[src/rtl/mdv_pkg.sv]
// mdv_pkg: shared types and constants for the iterative multiply/divide unit.
package mdv_pkg;

    typedef enum logic [1:0] {
        IDLE = 2'd0,
        RUN  = 2'd1,
        FIX  = 2'd2,
        DONE = 2'd3
    } state_e;

    typedef enum logic {
        OP_MULT = 1'b0,
        OP_DIV  = 1'b1
    } op_e;

    localparam int DEF_WIDTH = 32;
    // Start cycle to result-ready cycle, full iterative path.
    localparam int LAT_FULL  = DEF_WIDTH + 2;
    // Start cycle to result-ready cycle, early-zero shortcut.
    localparam int LAT_EARLY = 1;

endpackage

[src/rtl/mdv_seq_ctrl_if.sv]
// mdv_seq_ctrl_if: start/operand/result bundle between the pipeline and the
// multiply/divide unit. The master side is the pipeline, the slave side is the unit.
interface mdv_seq_ctrl_if #(
    parameter int WIDTH = 32
);
    logic             ctrl_MULT;
    logic             ctrl_DIV;
    logic [WIDTH-1:0] data_operandA;
    logic [WIDTH-1:0] data_operandB;
    logic [WIDTH-1:0] data_result;
    logic             data_exception;
    logic             data_resultRDY;
    logic             busy;

    modport master (
        output ctrl_MULT, ctrl_DIV, data_operandA, data_operandB,
        input  data_result, data_exception, data_resultRDY, busy
    );

    modport slave (
        input  ctrl_MULT, ctrl_DIV, data_operandA, data_operandB,
        output data_result, data_exception, data_resultRDY, busy
    );
endinterface

[src/rtl/mdv_iter_cnt.sv]
// mdv_iter_cnt: iteration counter with clear/enable and a terminal count at WIDTH-1.
module mdv_iter_cnt #(
    parameter int WIDTH = 32
) (
    input  logic clock,
    input  logic reset_n,
    input  logic clr,
    input  logic en,
    output logic tc
);
    localparam int CNT_W = $clog2(WIDTH);

    logic [CNT_W-1:0] cnt_r;

    // Count one step per enabled cycle; clear has priority so a restart always begins at 0.
    always_ff @(posedge clock or negedge reset_n) begin
        if (!reset_n) begin
            cnt_r <= {CNT_W{1'b0}};
        end else if (clr) begin
            cnt_r <= {CNT_W{1'b0}};
        end else if (en) begin
            cnt_r <= cnt_r + {{(CNT_W-1){1'b0}}, 1'b1};
        end else begin
            cnt_r <= cnt_r;
        end
    end

    assign tc = (cnt_r == CNT_W'(WIDTH - 1));

endmodule

[src/rtl/mdv_seq_ctrl.sv]
// mdv_seq_ctrl: iterative signed multiply/divide unit with its sequencing FSM.
// Magnitudes are processed in a 2*WIDTH working register (shift-add multiply,
// restoring divide); signs and exceptions are applied in a single FIX cycle.
// Optional build macro MDV_EARLY_ZERO_EN: zero-result operations skip RUN/FIX
// and report in the cycle after the start.
module mdv_seq_ctrl
    import mdv_pkg::*;
#(
    parameter int WIDTH = 32
) (
    input  logic           clock,
    input  logic           reset_n,
    mdv_seq_ctrl_if.slave  bus
);
    localparam logic [1:0] S_IDLE = 2'(IDLE);
    localparam logic [1:0] S_RUN  = 2'(RUN);
    localparam logic [1:0] S_FIX  = 2'(FIX);
    localparam logic [1:0] S_DONE = 2'(DONE);

    logic [1:0]         state_r, state_n;
    op_e                op_r;
    logic               neg_r;
    logic [WIDTH-1:0]   mag_b_r;
    logic [2*WIDTH-1:0] work_r;
    logic [WIDTH-1:0]   result_r;
    logic               exc_r;
    logic               rdy_r;
    logic               busy_r;

    logic               start_s;
    op_e                start_op_s;
    logic [WIDTH-1:0]   mag_a_s;
    logic [WIDTH-1:0]   mag_b_s;
    logic               early_zero_s;
    logic               tc_s;
    logic [WIDTH:0]     mult_sum_s;
    logic [2*WIDTH-1:0] mult_next_s;
    logic [2*WIDTH-1:0] div_shift_s;
    logic [2*WIDTH-1:0] div_next_s;
    logic [2*WIDTH-1:0] prod_s;
    logic [WIDTH-1:0]   fix_res_s;
    logic               fix_exc_s;

    assign start_s    = bus.ctrl_MULT | bus.ctrl_DIV;
    assign start_op_s = bus.ctrl_MULT ? OP_MULT : OP_DIV;
    // Unsigned magnitudes: INT_MIN maps to 2^(WIDTH-1), which still fits WIDTH unsigned bits.
    assign mag_a_s = bus.data_operandA[WIDTH-1] ? (~bus.data_operandA + {{(WIDTH-1){1'b0}}, 1'b1})
                                                : bus.data_operandA;
    assign mag_b_s = bus.data_operandB[WIDTH-1] ? (~bus.data_operandB + {{(WIDTH-1){1'b0}}, 1'b1})
                                                : bus.data_operandB;

`ifdef MDV_EARLY_ZERO_EN
    assign early_zero_s = start_s & (bus.ctrl_MULT
        ? ((bus.data_operandA == {WIDTH{1'b0}}) | (bus.data_operandB == {WIDTH{1'b0}}))
        : ((bus.data_operandA == {WIDTH{1'b0}}) & (bus.data_operandB != {WIDTH{1'b0}})));
`else
    assign early_zero_s = 1'b0;
`endif

    mdv_iter_cnt #(.WIDTH(WIDTH)) u_iter_cnt (
        .clock   (clock),
        .reset_n (reset_n),
        .clr     (start_s),
        .en      ((state_r == S_RUN) & ~start_s),
        .tc      (tc_s)
    );

    // One iteration step for each operation; the multiply adder keeps a carry bit.
    always_comb begin
        mult_sum_s  = {1'b0, work_r[2*WIDTH-1:WIDTH]} + {1'b0, mag_b_r};
        mult_next_s = {1'b0, work_r[2*WIDTH-1:1]};
        div_shift_s = {work_r[2*WIDTH-2:0], 1'b0};
        div_next_s  = div_shift_s;
        if (work_r[0]) begin
            mult_next_s = {mult_sum_s, work_r[WIDTH-1:1]};
        end else begin
            mult_next_s = {1'b0, work_r[2*WIDTH-1:1]};
        end
        // Partial remainder stays below |B| <= 2^(WIDTH-1), so no bit is lost in the shift.
        if (div_shift_s[2*WIDTH-1:WIDTH] >= mag_b_r) begin
            div_next_s = {div_shift_s[2*WIDTH-1:WIDTH] - mag_b_r, div_shift_s[WIDTH-1:1], 1'b1};
        end else begin
            div_next_s = div_shift_s;
        end
    end

    // Sign and exception fix-up of the finished magnitude result.
    always_comb begin
        fix_res_s = {WIDTH{1'b0}};
        fix_exc_s = 1'b0;
        prod_s    = neg_r ? (~work_r + {{(2*WIDTH-1){1'b0}}, 1'b1}) : work_r;
        if (op_r == OP_MULT) begin
            fix_res_s = prod_s[WIDTH-1:0];
            // Overflow unless the upper WIDTH+1 bits are all equal (a valid sign extension).
            fix_exc_s = ~((&prod_s[2*WIDTH-1:WIDTH-1]) | ~(|prod_s[2*WIDTH-1:WIDTH-1]));
        end else if (mag_b_r == {WIDTH{1'b0}}) begin
            fix_res_s = {WIDTH{1'b0}};
            fix_exc_s = 1'b1;
        end else begin
            fix_res_s = neg_r ? (~work_r[WIDTH-1:0] + {{(WIDTH-1){1'b0}}, 1'b1}) : work_r[WIDTH-1:0];
            // A positive quotient of magnitude 2^(WIDTH-1) only arises from INT_MIN / -1.
            fix_exc_s = ~neg_r & work_r[WIDTH-1];
        end
    end

    // Next-state selection; a start overrides whatever is in flight.
    always_comb begin
        state_n = state_r;
        if (start_s) begin
            state_n = early_zero_s ? S_DONE : S_RUN;
        end else begin
            case (state_r)
                S_IDLE:  state_n = S_IDLE;
                S_RUN:   state_n = tc_s ? S_FIX : S_RUN;
                S_FIX:   state_n = S_DONE;
                S_DONE:  state_n = S_IDLE;
                default: state_n = S_IDLE;
            endcase
        end
    end

    // State plus registered handshake outputs derived from the next state.
    always_ff @(posedge clock or negedge reset_n) begin
        if (!reset_n) begin
            state_r <= S_IDLE;
            rdy_r   <= 1'b0;
            busy_r  <= 1'b0;
        end else begin
            state_r <= state_n;
            rdy_r   <= (state_n == S_DONE);
            busy_r  <= (state_n == S_RUN) | (state_n == S_FIX);
        end
    end

    // Operand capture at start and one working-register step per RUN cycle.
    always_ff @(posedge clock or negedge reset_n) begin
        if (!reset_n) begin
            op_r    <= OP_MULT;
            neg_r   <= 1'b0;
            mag_b_r <= {WIDTH{1'b0}};
            work_r  <= {(2*WIDTH){1'b0}};
        end else if (start_s) begin
            op_r    <= start_op_s;
            neg_r   <= bus.data_operandA[WIDTH-1] ^ bus.data_operandB[WIDTH-1];
            mag_b_r <= mag_b_s;
            work_r  <= {{WIDTH{1'b0}}, mag_a_s};
        end else if (state_r == S_RUN) begin
            work_r  <= (op_r == OP_MULT) ? mult_next_s : div_next_s;
        end else begin
            work_r  <= work_r;
        end
    end

    // Result/exception update on leaving FIX (or an early-zero start); held otherwise.
    always_ff @(posedge clock or negedge reset_n) begin
        if (!reset_n) begin
            result_r <= {WIDTH{1'b0}};
            exc_r    <= 1'b0;
        end else if (start_s && early_zero_s) begin
            result_r <= {WIDTH{1'b0}};
            exc_r    <= 1'b0;
        end else if (!start_s && (state_r == S_FIX)) begin
            result_r <= fix_res_s;
            exc_r    <= fix_exc_s;
        end else begin
            result_r <= result_r;
            exc_r    <= exc_r;
        end
    end

    assign bus.data_result    = result_r;
    assign bus.data_exception = exc_r;
    assign bus.data_resultRDY = rdy_r;
    assign bus.busy           = busy_r;

endmodule

[src/flat_wrapper.sv]
// flat-port wrapper written by rule: the top's interface ports become plain ports
module mdv_seq_ctrl_flat import mdv_pkg::*;
#(
    parameter int WIDTH = 32
)
  (clock, reset_n, bus_ctrl_MULT, bus_ctrl_DIV, bus_data_operandA, bus_data_operandB, bus_data_result, bus_data_exception, bus_data_resultRDY, bus_busy);
  mdv_seq_ctrl_if #(.WIDTH(WIDTH)) bus_i ();
  input  logic clock;
  input  logic reset_n;
  input wire logic [$bits(bus_i.ctrl_MULT)-1:0] bus_ctrl_MULT;
  input wire logic [$bits(bus_i.ctrl_DIV)-1:0] bus_ctrl_DIV;
  input wire logic [$bits(bus_i.data_operandA)-1:0] bus_data_operandA;
  input wire logic [$bits(bus_i.data_operandB)-1:0] bus_data_operandB;
  output wire logic [$bits(bus_i.data_result)-1:0] bus_data_result;
  output wire logic [$bits(bus_i.data_exception)-1:0] bus_data_exception;
  output wire logic [$bits(bus_i.data_resultRDY)-1:0] bus_data_resultRDY;
  output wire logic [$bits(bus_i.busy)-1:0] bus_busy;
  assign bus_i.ctrl_MULT = bus_ctrl_MULT;
  assign bus_i.ctrl_DIV = bus_ctrl_DIV;
  assign bus_i.data_operandA = bus_data_operandA;
  assign bus_i.data_operandB = bus_data_operandB;
  assign bus_data_result = bus_i.data_result;
  assign bus_data_exception = bus_i.data_exception;
  assign bus_data_resultRDY = bus_i.data_resultRDY;
  assign bus_busy = bus_i.busy;
  mdv_seq_ctrl #(.WIDTH(WIDTH)) u_core (.clock(clock), .reset_n(reset_n), .bus(bus_i));
endmodule
[config.mk]
export PLATFORM = sky130hd
export DESIGN_NAME = mdv_seq_ctrl_flat
export DESIGN_NICKNAME = d
export VERILOG_FILES = /design/src/rtl/mdv_pkg.sv /design/src/rtl/mdv_seq_ctrl_if.sv /design/src/rtl/mdv_iter_cnt.sv /design/src/rtl/mdv_seq_ctrl.sv /design/src/flat_wrapper.sv
export SDC_FILE = /design/constraint.sdc
export NUM_CORES = 1
export LEC_CHECK = 0
export CAP_MARGIN = 0
export CORE_MARGIN = 4
export CORE_UTILIZATION = 50
export DETAILED_ROUTE_END_ITERATION = 7
export PLACE_DENSITY = 0.78
export SLEW_MARGIN = 10
export SYNTH_ARGS = -nofsm -noshare
export SYNTH_HDL_FRONTEND = slang
export SYNTH_HIERARCHICAL = 1
export SYNTH_SLANG_ARGS = --single-unit
[constraint.sdc]
create_clock -name clock -period 3.7 [get_ports clock]
set_input_delay 0.74 -clock clock [delete_from_list [all_inputs] [get_ports clock]]
set_output_delay 0.74 -clock clock [all_outputs]
set_load 0.02 [all_outputs]
==> flow_metrics.tcl <==
set metrics [dict create \
    finalSetupViolCount 0 \
    dp_slack_ps -628 \
    powerDensity_nw_per_um2 353 \
    placed_cell_area_um2 16200 \
    worst_slack_ps 41.4 \
    drive_gt1_frac 0.159 \
    clk-insertion-delay-late_ps 440 \
    grt_pass1_wl_mm 75.1 \
    pwr-share-comb 0.394 \
    clkPwrFrac 0.304 \
    regArea_um2 3510 \
    cts_buffers 17 \
    area_delta_synth_final_pct 24.6 \
    detail-route-antenna-nets 0 \
    multi_input_area_um2 9560 \
    drtPass1Iterations 5 \
    cp_slowest_cell "or4_1" \
    die_h_um 173 \
    fillers 2351 \
    ios 103 \
    slowest_delay_ps 600 \
    dieArea_um2 30000 \
    rsz0062_at_grt "false" \
    synth_cell_types 82 \
    path_class "register to register" \
    final_common_cell "nand2_1" \
    p_sw_frac 0.403 \
    clk_pin_slew_ps 80 \
    place.detailed.hpwl_mm 35.5 \
    r2r_cells 11 \
    status "finished clean" \
    cp.required_ps 4020 \
    cts_root_buf "clkbuf_16" \
    fin_skew_ps 18.9 \
    p_leak_uw 0.00734 \
    grt_pass1_vias 14500 \
    hp-class "primary input to asynchronous set/reset pin" \
    syn_inst 1770 \
    route.detailed.drc 0 \
    path_max_fanout 6 \
    ys.warnings.count 6 \
    relSlewSlack 0.373 \
    synth_area_um2 13600 \
    rows 60 \
    timing.max_cap.violations 0 \
    tritoncts "yes" \
    path_cells "or4_1, and4b_2, buf_4, nand4_1, o31ai_2, xnor2_1, nand4_1, or4_1, nor4b_2, buf_4, nor3_1" \
    yosys_register_bits 140 \
    initial_core_util 0.507 \
    switchingPower_uw 2420 \
    yosysSeqAreaShare 0.257 \
    report.final.slew_viol_count 0 \
    finalCritPeriodShare 0.989 \
    tns_ps 0 \
    final_cell_mix "222 x nand2_1, 209 x buf_4, 190 x o21ai_0" \
    fmax_mhz 273 \
    async_flop_share 1.00 \
    gp_congestion 0.995 \
    synth_edf_count 0 \
    worst_ep_arrival_time_ps 3980 \
    seqPwrFrac 0.302 \
    fin_crit_ps 3660 \
    critPathLaunchType "register" \
    routed_wirelength_mm 46.9 \
    avgSynthCellArea_um2 7.70 \
    wire_per_inst_um 20.0 \
    num_antenna_cells 0 \
    ys.flop_type "dfrtp_1" \
    io_buffers 102 \
    coreArea_um2 26900 \
    syn_nets 1910 \
    drt_iter0_markers 1413 \
    fin_area_um2 17000 \
    dieWidth_um 173 \
    grt_max_degree 107 \
    p_total_uw 6010 \
    hold_viol_final 0 \
    grt_antenna_before_repair 0 \
    grt_remaining_overflow 0 \
    num_vias 14800 \
    end_kind "register" \
    peakVddDrop_mv 0.235 \
    intPower_uw 3590 \
    cts_sinks 140 \
    drt-vias-per-instance 6.33 \
    finalNetCount 2125 \
    cts.path.max_buffers 2 \
    hold_ws_ps 332 \
    htree_levels 4 \
    grtUsageTotal 0.303 \
    worst_slew_pin_slew_ps 940 \
]
==> final cells by class <==
class / count / area share
clock inverters: 15 / 0.0111
multi-input cells: 1446 / 0.563
flip-flops and latches: 140 / 0.206
inverters: 66 / 0.0146
well taps: 341 / 0.0251
clock buffers: 17 / 0.0250
repair buffers: 314 / 0.155
==> worst max-delay path: cells and delay by family, from the launching register on <==
kind | cells | cell delay, ps
flops | 1 | 390
simple gates | 7 | 2320
xor+xnor | 1 | 210
compound gates | 1 | 290
buf+inv | 2 | 320
==> stage by stage <==
step | cells | util
3_5_place_dp | 2302 | 0.604
3_3_place_gp | 2302 | 0.604
6_report | 2339 | 0.632
4_1_cts | 2338 | 0.628
5_1_grt | 2339 | 0.632
2_1_floorplan | 1770 | -
==> power groups by stage <==
| stage | sequential [uW] | clock, uW | combinational, uW |
|---|---|---|---|
| finish | 1810 | 1820 | 2370 |
| global route | 1830 | 1910 | 2580 |
| CTS | 1810 | 1840 | 2310 |
| detailed placement | 1840 | 0 | 2290 |
| global placement | 1830 | 0 | 2250 |
| floorplan | 1820 | 0 | 1440 |
==> logic make-up after synthesis <==
family,synth area share
and+or+nand+nor,0.225
AOI/OAI and AO/OA,0.266
buffers and inverters,0.0518
muxes,0.0377
DFF,0.257
adders and majority gates,0.0672
xor gates and xnor gates,0.0951
==> final timing paths <==
| kind | endpoint | slack (ps) | startpoint |
|---|---|---|---|
| setup / recovery | u_core/bus.data_exception | 40 | u_core/work_r[12] |
| max in group asynchronous | u_core/work_r[48] | 2430 | reset_n |
| setup reg to reg | u_core/bus.data_exception | 40 | u_core/work_r[12] |
| hold reg to reg | u_core/bus.data_result[27] | 480 | u_core/bus.data_result[27] |
| min in group clock | u_core/bus.data_result[27] | 480 | u_core/bus.data_result[27] |
| hold / removal | u_core/work_r[17] | 330 | reset_n |
==> registers in the layout, indices dropped and copies added, names as in the netlist <==
| signal | cells |
|---|---|
| u_core/work_r | 64 |
| u_core/neg_r | 1 |
| u_core/mag_b_r | 32 |
| u_core/u_iter_cnt/cnt_r | 5 |
| u_core/bus.data_result | 32 |
| u_core/bus.data_exception | 1 |
| u_core/op_r | 1 |
| u_core/bus.data_resultRDY | 1 |
| u_core/bus.busy | 1 |
| u_core/state_r | 2 |
==> cell usage after synthesis (21+ instances only) <==
cell | instances | area (um^2)
a211oi_1 | 25 | 188
a21o_1 | 26 | 195
a21oi_1 | 101 | 505
clkbuf_1 | 100 | 375
dfrtp_1 | 140 | 3500
ha_1 | 70 | 876
inv_1 | 62 | 233
mux2i_1 | 42 | 420
nand2_1 | 222 | 833
nand3_1 | 30 | 150
nand4_1 | 30 | 188
nor2_1 | 109 | 409
nor3_1 | 49 | 245
nor4_1 | 21 | 131
o211ai_1 | 24 | 180
o21ai_0 | 194 | 971
o31ai_1 | 41 | 308
xnor2_1 | 57 | 499
xor2_1 | 91 | 797
==> timing repair <==
| item | in CTS | in global routing |
|---|---|---|
| setup buffers | 4 | 1 |
| endpoints found under the setup margin | 6 | 11 |
| pin swaps | 10 | 11 |
| gates resized for setup | 38 | 25 |
| cloned | 0 | 0 |
| hold buffers | 0 | 0 |
==> per-layer routing <==
metal | up-vias | GRT usage | part of all wire
li1 | 6959 | - | -
met1 | 7046 | 0.396 | 0.41
met2 | 677 | 0.516 | 0.47
met3 | 117 | 0.0422 | 0.081
met4 | 0 | 0.109 | 0.033
met5 | - | 0 | 0
Note: power is estimated with default switching activity, not from simulation.
